--- src/rtl/gray_decode_arbiter.sv ---
// gray_decode_arbiter: round-robin arbiter feeding one shared Gray-to-binary
// decoder. The default build decodes bit-serially, MSB first, one bit per clock.
// Defining GRAY_DECODE_FAST_EN removes CONV and decodes the whole word on the
// accept edge.
module gray_decode_arbiter #(
  parameter int  WIDTH = 4,
  parameter int  NREQ  = 4,
  localparam int IDW   = $clog2(NREQ)
) (
  input  logic                  clk,
  input  logic                  rst_n,
  input  logic [NREQ-1:0]       req_valid,
  input  logic [NREQ*WIDTH-1:0] req_gray,
  output logic [NREQ-1:0]       req_ready,
  output logic                  out_valid,
  input  logic                  out_ready,
  output logic [WIDTH-1:0]      out_bin,
  output logic [IDW-1:0]        out_id,
  output logic                  busy
);

  typedef enum logic [1:0] {IDLE, CONV, DONE} state_e;

  state_e           state_q, state_d;
  logic [IDW-1:0]   ptr_q, ptr_d;
  logic [IDW-1:0]   id_q, id_d;
  logic [WIDTH-1:0] bin_q, bin_d;
  logic             out_valid_q, out_valid_d;

  logic             found;
  logic [IDW-1:0]   gidx;
  logic [NREQ-1:0]  gnt;
  logic [WIDTH-1:0] gword;
  int               idx;

`ifdef GRAY_DECODE_FAST_EN
  // Whole-word decode: each binary bit is the XOR of all Gray bits at or above it.
  function automatic logic [WIDTH-1:0] gray2bin(input logic [WIDTH-1:0] g);
    logic [WIDTH-1:0] b;
    b[WIDTH-1] = g[WIDTH-1];
    for (int i = WIDTH-2; i >= 0; i--) b[i] = b[i+1] ^ g[i];
    return b;
  endfunction
`else
  // cnt only ever holds WIDTH-2 down to 0.
  localparam int CW = (WIDTH > 2) ? $clog2(WIDTH-1) : 1;
  logic [CW-1:0]    cnt_q, cnt_d;
  logic [WIDTH-1:0] gray_q, gray_d;
  int               ci;
`endif

  // Round-robin grant: first valid requester at or after ptr, only while IDLE.
  always_comb begin
    found = 1'b0;
    gidx  = '0;
    gnt   = '0;
    idx   = 0;
    if (state_q == IDLE) begin
      for (int k = 0; k < NREQ; k++) begin
        idx = (int'(ptr_q) + k) % NREQ;
        if (!found && req_valid[idx]) begin
          found = 1'b1;
          gidx  = IDW'(idx);
        end
      end
    end
    if (found) gnt[gidx] = 1'b1;
    gword = req_gray[int'(gidx)*WIDTH +: WIDTH];
  end

  assign req_ready = gnt;
  assign out_valid = out_valid_q;
  assign out_bin   = bin_q;
  assign out_id    = id_q;
  assign busy      = (state_q != IDLE);

  // Next-state: accept in IDLE (ready follows valid, so a grant is an accept),
  // decode in CONV, hold the result in DONE until the consumer takes it.
  always_comb begin
    state_d     = state_q;
    ptr_d       = ptr_q;
    id_d        = id_q;
    bin_d       = bin_q;
    out_valid_d = out_valid_q;
`ifndef GRAY_DECODE_FAST_EN
    cnt_d       = cnt_q;
    gray_d      = gray_q;
    ci          = int'(cnt_q);
`endif
    case (state_q)
      IDLE: if (found) begin
        id_d  = gidx;
        ptr_d = (int'(gidx) == NREQ-1) ? '0 : gidx + 1'b1;
`ifdef GRAY_DECODE_FAST_EN
        bin_d       = gray2bin(gword);
        out_valid_d = 1'b1;
        state_d     = DONE;
`else
        gray_d           = gword;
        bin_d            = '0;
        bin_d[WIDTH-1]   = gword[WIDTH-1];
        cnt_d            = CW'(WIDTH-2);
        state_d          = CONV;
`endif
      end
`ifndef GRAY_DECODE_FAST_EN
      CONV: begin
        bin_d[ci] = bin_q[ci+1] ^ gray_q[ci];
        if (cnt_q == '0) begin
          out_valid_d = 1'b1;
          state_d     = DONE;
        end else begin
          cnt_d = cnt_q - 1'b1;
        end
      end
`endif
      DONE: if (out_ready) begin
        out_valid_d = 1'b0;
        state_d     = IDLE;
      end
      default: state_d = IDLE;
    endcase
  end

  // State and datapath registers; reset discards any in-flight result.
  always_ff @(posedge clk or negedge rst_n) begin
    if (!rst_n) begin
      state_q     <= IDLE;
      ptr_q       <= '0;
      id_q        <= '0;
      bin_q       <= '0;
      out_valid_q <= 1'b0;
`ifndef GRAY_DECODE_FAST_EN
      cnt_q       <= '0;
      gray_q      <= '0;
`endif
    end else begin
      state_q     <= state_d;
      ptr_q       <= ptr_d;
      id_q        <= id_d;
      bin_q       <= bin_d;
      out_valid_q <= out_valid_d;
`ifndef GRAY_DECODE_FAST_EN
      cnt_q       <= cnt_d;
      gray_q      <= gray_d;
`endif
    end
  end

endmodule

--- config.mk ---
export PLATFORM = sky130hd
export DESIGN_NAME = gray_decode_arbiter
export DESIGN_NICKNAME = d
export VERILOG_FILES = /design/src/rtl/gray_decode_arbiter.sv
export SDC_FILE = /design/constraint.sdc
export NUM_CORES = 1
export LEC_CHECK = 0
export CAP_MARGIN = 10
export CORE_AREA = 10 10 62 64
export DETAILED_ROUTE_END_ITERATION = 6
export DIE_AREA = 0 0 72 74
export PLACE_DENSITY = 0.8
export SLEW_MARGIN = 25
export SYNTH_ARGS = -nofsm -noshare
export SYNTH_HDL_FRONTEND = slang
export SYNTH_SLANG_ARGS = --single-unit
--- constraint.sdc ---
create_clock -name clk -period 2.3 [get_ports clk]
set_input_delay 0.46 -clock clk [delete_from_list [all_inputs] [get_ports clk]]
set_output_delay 0.46 -clock clk [all_outputs]
set_load 0.01 [all_outputs]
==> results.ini, run 1 <==
[pwr]
irDropWorstVdd_v=0.0007772
power.leakage_nw=0.8690
power.density_mw_per_mm2=1131

[timing]
post-route-period-util_pct=103.2
min_period_ns=2.373
worst_slack_ns=-0.07331
setup_tns_ns=-0.2352
final_max_slew_viol_count=0
worstMarginPinSlew_ns=0.7259
clock.fmax_mhz=421.4
skew_ns=0.007184
rsz0062_at_grt=yes
final_hold_viol_count=0
slew_headroom_pct=51.46
setup_viol=4

[cts]
cts_tree=done
cts_buffer_depth=2
path_clk_slew_ns=0.11
cts_htree_levels=1
numCtsBuffers=3
cts_root_buf=clkbuf_4
cts_sinks=17
clock_latency_ns=0.29

[finish]
area_growth_pct=56.62
mostFrequentLayoutCells=30 x buf_4, 26 x clkdlybuf4s50_1, 19 x nand2_1
final_core_util_pct=70.07
fin_nets=229
final_common_cell=buf_4
antennaDiodeCount=0
drive_gt1_share_pct=30.96

[grt]
track_usage_pct=14.34
grt_pass1_wl_um=6313
grt_max_degree=18
globalRoute.totalOverflow=0
grt_pass1_vias=1362
antenna_found_initial=0

[worst_setup_path]
rr_worst_depth=7
r2r-start=cnt_q[0]$_DFFE_PN0P_
cp-start-kind=flip-flop
critPathCaptureType=primary output
critPathLaunch=ptr_q[1]$_DFFE_PN0P_
endpoint=req_ready[0]
worst_r2r_endpoint=out_bin[3]$_DFFE_PN0P_
worstSetupPathType=reg -> out
cp_max_fo=7
r2r_slack_ns=0.28
crit_arrival_ns=1.91
crit_required_ns=1.84

[drt]
drc_errors=0
ant_nets=0
wl_met1_um=1369
wirelength_um=3721
drtIter0Drc=73
avgViaCountPerCell=5.632
met2_length_um=1916
routed-via-count=1284
wl_per_cell_um=16.32
highest_layer=met4
route.met3.wl_um=341
dr.pass1.iters=4

[place]
place_hpwl_um=2861
place.port_buffers=34
gp_congestion=0.9191
pre_cts_slack_ns=-0.6577

[floorplan]
die_area_mm2=0.005328
core_area_mm2=0.002663
io-pin-count=35
die_w_um=72
start_util_pct=44.74
die_h_um=74
rows=19

[synth]
synth_fa_ha_area_share_pct=8.403
synth_xor_area_share_pct=0.7353
yosys.area_share.simple_pct=24.58
synth_top_family_by_area=simple AND/OR/NAND/NOR gates
ys_seq_area_share_pct=35.71
async_flop_share_pct=100.0
synthCells=131
synth_fp_nets=162
ys_warn_count=0
yosys_most_used_dff=dfrtp_1
synth_compound_area_share_pct=20.17
synthDistinctLibCells=41
synth_area_per_cell_um2=9.093
synth_mux_area_share_pct=4.622
synth-edff-count=0
ys_ff_latch=17
syn_area_mm2=0.001191

[status]
violations=setup timing
status=finished with violations

[run]
maxCapViolCount=0

[hold_path]
min_from=out_id[0]$_DFFE_PN0P_
min_path_type=reg -> reg

[synthesized netlist by cell type (all sizes together), types with 2 or more instances]
cell type	instances	area share (%)
nand2	21	7.2
mux4	2	3.8
nor3	3	1.3
nand3	4	1.7
a22o	2	1.5
and3	6	3.2
a211o	2	1.5
o21ai	12	5.0
nor3b	4	2.9
a31oi	4	2.1
dfrtp	17	36
o31ai	2	1.3
buf	4	2.6
nor2	6	3.2
inv	10	3.2
a21oi	6	2.5
nand2b	2	1.1
ha	8	8.4
[through the flow]
| stage | power, W | hold slack, ns | cells | instance area [um^2] |
|---|---|---|---|---|
| 6_report | 0.002109 | 0.4949 | 228 | 1866 |
| 5_1_grt | 0.002288 | 0.5230 | 228 | 1866 |
| 4_1_cts | 0.002068 | 0.4956 | 226 | 1848 |
| 3_5_place_dp | 0.001834 | 0.4681 | 218 | 1734 |
| 3_3_place_gp | 0.001780 | 0.4617 | 218 | 1734 |
| 2_1_floorplan | 0.001280 | 0.1644 | 131 | 1191 |
[how the worst min path moves through the flow]
stage	endpoint	slack (ns)	cells past startpoint
after floorplan	cnt_q[0]$_DFFE_PN0P_	0.16	0
after global placement	out_id[1]$_DFFE_PN0P_	0.46	2
after detailed placement	out_id[0]$_DFFE_PN0P_	0.47	2
after CTS	out_id[0]$_DFFE_PN0P_	0.50	2
after global routing	out_id[0]$_DFFE_PN0P_	0.52	2
final	out_id[0]$_DFFE_PN0P_	0.49	2
[routing by layer]
| layer | GRT usage, % | vias up |
|---|---|---|
| li1 | - | 604 |
| met1 | 13.91 | 616 |
| met2 | 26.57 | 52 |
| met3 | 5.984 | 12 |
| met4 | 5.591 | 0 |
| met5 | 0 | - |
[final cells by class]
type	instances	area, um^2
Clock inverter	1	5.005
Fill cell	206	797.0
Timing Repair Buffer	66	575.6
Multi-Input combinational cell	100	755.7
Tap cell	31	38.79
Sequential cell	17	427.9
Clock buffer	3	22.52
Inverter	10	40.04
[cells by family (layout without fill, tap and decap cells)]
group                    count (synthesis)  after routing
AO/OA/AOI/OAI                           36             36
XOR/XNOR                                 1              1
adder cells (fa/ha/maj)                  8              8
buffers and inverters                   14             80
flip-flops                              17             17
multiplexers                             3              3
AND/OR/NAND/NOR                         52             52
[registers in the layout, indices dropped and copies added, names as in the netlist]
register and flops:
out_valid 1, gray_q 4, out_bin 4, out_id 2
cnt_q 2, ptr_q 2, state_q 2
[power by group]
part	total, W	internal, W	switching, W
clock	0.000162	0.0000646	0.0000972
combinational	0.00137	0.000710	0.000660
sequential	0.000577	0.000439	0.000138
[critical path: stages (launching register included)]
cell	delay (ns)
dfrtp_2	0.48
or3b_4	0.44
nand2_4	0.09
nor2_4	0.05
nand2_4	0.10
buf_6	0.11
ha_4	0.11
and3_1	0.13
buf_2	0.12
[timing repair]
| item | 4_1_cts | 5_1_grt |
|---|---|---|
| hold buffers | 0 | 0 |
| resized for setup | 39 | 1 |
| pin swaps | 6 | 4 |
| buffers inserted | 4 | 2 |
| setup endpoints to repair | 4 | 4 |
Power figures use the tool's default switching activity.
==> inputs of run 2 (changes only) <==
--- a/config.mk
+++ b/config.mk
@@ -6,10 +6,13 @@
 export NUM_CORES = 1
 export LEC_CHECK = 0
 export CAP_MARGIN = 10
-export CORE_AREA = 10 10 62 64
+export CELL_PAD_IN_SITES_DETAIL_PLACEMENT = 2
+export CELL_PAD_IN_SITES_GLOBAL_PLACEMENT = 2
+export CORE_AREA = 10 10 78 80
 export DETAILED_ROUTE_END_ITERATION = 6
-export DIE_AREA = 0 0 72 74
-export PLACE_DENSITY = 0.8
+export DIE_AREA = 0 0 88 90
+export PLACE_DENSITY = 0.79
+export SKIP_LAST_GASP = 1
 export SLEW_MARGIN = 25
 export SYNTH_ARGS = -nofsm -noshare
 export SYNTH_HDL_FRONTEND = slang
==> results.ini, run 2 (synthesized netlist as in run 1, its figures left out) <==
[floorplan]
die_area_mm2=0.007920  ; +49%
die_w_um=88  ; +22%
die_h_um=90  ; +22%
io-pin-count=35  ; unchanged
start_util_pct=25.90  ; -19 points
core_area_mm2=0.004598  ; +73%
rows=25  ; +6

[place]
place.port_buffers=34  ; unchanged
place_area_mm2=0.001783  ; +2.8%
place_hpwl_um=3789  ; +32%
pre_cts_slack_ns=-0.7389  ; -0.08115 ns
gp_congestion=0.8167  ; -11%

[grt]
grt_pass1_wl_um=7921  ; +25%
grt_busiest_layer=met2
use_met2_pct=22.51  ; -4.1 points
grtUsageMet3_pct=3.881  ; -2.1 points
use_met1_pct=13.00  ; -0.91 points
grt_pass1_vias=1537  ; +13%
antenna_found_initial=0  ; unchanged
grt_max_degree=18  ; unchanged
track_usage_pct=12.30  ; -2.0 points
globalRoute.totalOverflow=0  ; unchanged

[run]
maxCapViolCount=0  ; unchanged

[timing]
rsz0062_at_grt=yes
final_max_slew_viol_count=0  ; unchanged
setup_viol=4  ; unchanged
min_period_ns=2.330  ; -0.04299 ns
worst_slack_ns=-0.03032  ; +0.04299 ns
skew_ns=0.005548  ; -0.001635 ns
setup_tns_ns=-0.09895  ; +0.1363 ns
post-route-period-util_pct=101.3  ; -1.9 points
slew_headroom_pct=67.55  ; +16 points
worstMarginPinSlew_ns=0.4826  ; -0.2432 ns
clock.fmax_mhz=429.1  ; +1.8%
final_hold_viol_count=0  ; unchanged

[finish]
final_common_cell=buf_4
final_core_util_pct=43.37  ; -27 points
fin_nets=235  ; +2.6%
antennaDiodeCount=0  ; unchanged
mostFrequentLayoutCells=33 x buf_4, 26 x clkdlybuf4s50_1, 19 x nand2_1
multiInputGateArea_um2=765.7  ; +1.3%
drive_gt1_share_pct=33.00  ; +2.0 points
seq_area_um2=427.9  ; unchanged
area_growth_pct=67.44
fin_area_mm2=0.001994  ; +6.9%
fill_cells=497  ; +140%

[cts]
cts_root_buf=clkbuf_8
cts_tree=done
cts_htree_levels=1  ; unchanged
cts_sinks=17  ; unchanged
clock_latency_ns=0.25  ; -0.04 ns
numCtsBuffers=3  ; unchanged
path_clk_slew_ns=0.06  ; -0.05 ns
cts_buffer_depth=2  ; unchanged

[pwr]
power.total_w=0.002366  ; +12%
irDropWorstVdd_v=0.0003547  ; -54%
power.leakage_nw=0.9097  ; +4.7%
power.density_mw_per_mm2=1186  ; +4.9%

[drt]
avgViaCountPerCell=5.035  ; -11%
wirelength_um=5252  ; +41%
drc_errors=0  ; unchanged
routed-via-count=1294  ; +0.78%
wl_per_cell_um=20.44  ; +25%
ant_nets=0  ; unchanged
drtIter0Drc=4  ; -95%
dr.pass1.iters=4  ; unchanged

[worst_setup_path]
crit_arrival_ns=1.87  ; -0.04 ns
crit_required_ns=1.84  ; about the same
cp_max_fo=7  ; unchanged
cp-start-kind=flip-flop
worstSetupPathType=reg -> out
critPathCaptureType=primary output

[status]
violations=setup timing
status=finished with violations

[hold_path]
min_path_type=reg -> reg

[run 2: worst paths after layout]
kind                            slack (ns)                   from                endpoint  cells after the start
worst max-delay path                 -0.03   ptr_q[1]$_DFFE_PN0P_            req_ready[1]                      8
worst min-delay path                  0.49  out_id[1]$_DFFE_PN0P_   out_id[1]$_DFFE_PN0P_                      2
worst max register to register        0.26   cnt_q[0]$_DFFE_PN0P_  out_bin[3]$_DFFE_PN0P_                      7
worst min register to register        0.49  out_id[1]$_DFFE_PN0P_   out_id[1]$_DFFE_PN0P_                      2
max in group asynchronous             1.55                  rst_n    ptr_q[0]$_DFFE_PN0P_                      2
min in group asynchronous             0.54                  rst_n  out_bin[1]$_DFFE_PN0P_                      2
[run 2: worst max-delay path, cell delays in order, from the launching register on]
cell and delay, ns:
dfrtp_2 0.47, or3b_4 0.43, nand2_4 0.09, nor2_4 0.05
nand2_2 0.09, buf_6 0.12, ha_4 0.12, and3_4 0.16
buf_6 0.09
[run 2: final cells by class]
cell class                 count  area share [%]
multi-input combinational    100           38.39
timing repair buffer          72           32.56
sequential                    17           21.46
tap                           54           3.388
clock buffer                   3           2.070
inverter                      10           1.882
clock inverter                 1          0.2509
[run 2: what timing repair did]
item                       4_1_cts  5_1_grt
hold buffers                     0        0
setup endpoints to repair        4        4
pin swaps                        4        5
buffers inserted                 4        7
resized for setup               34        7
[run 2: per-layer routing]
metal  vias to the layer above  share of wire (%)
met5                         -                  0
met4                         0                1.4
met3                         8                7.0
met2                        40                 56
met1                       634                 35
li1                        612                  -
[run 2: stage by stage]
stage                     hold WS, ns  std cells
after floorplan                0.1644        131
after global placement         0.4643        242
after detailed placement       0.4807        242
after CTS                      0.4965        250
after global routing           0.5315        257
final                          0.4947        257
[run 2: power by group]
part | switching (W) | internal [W] | leakage [nW]
registers | 0.000139 | 0.000440 | 0.207
clock network | 0.000103 | 0.000120 | 0.0255
logic | 0.000765 | 0.000798 | 0.677
total | 0.00101 | 0.00136 | 0.910
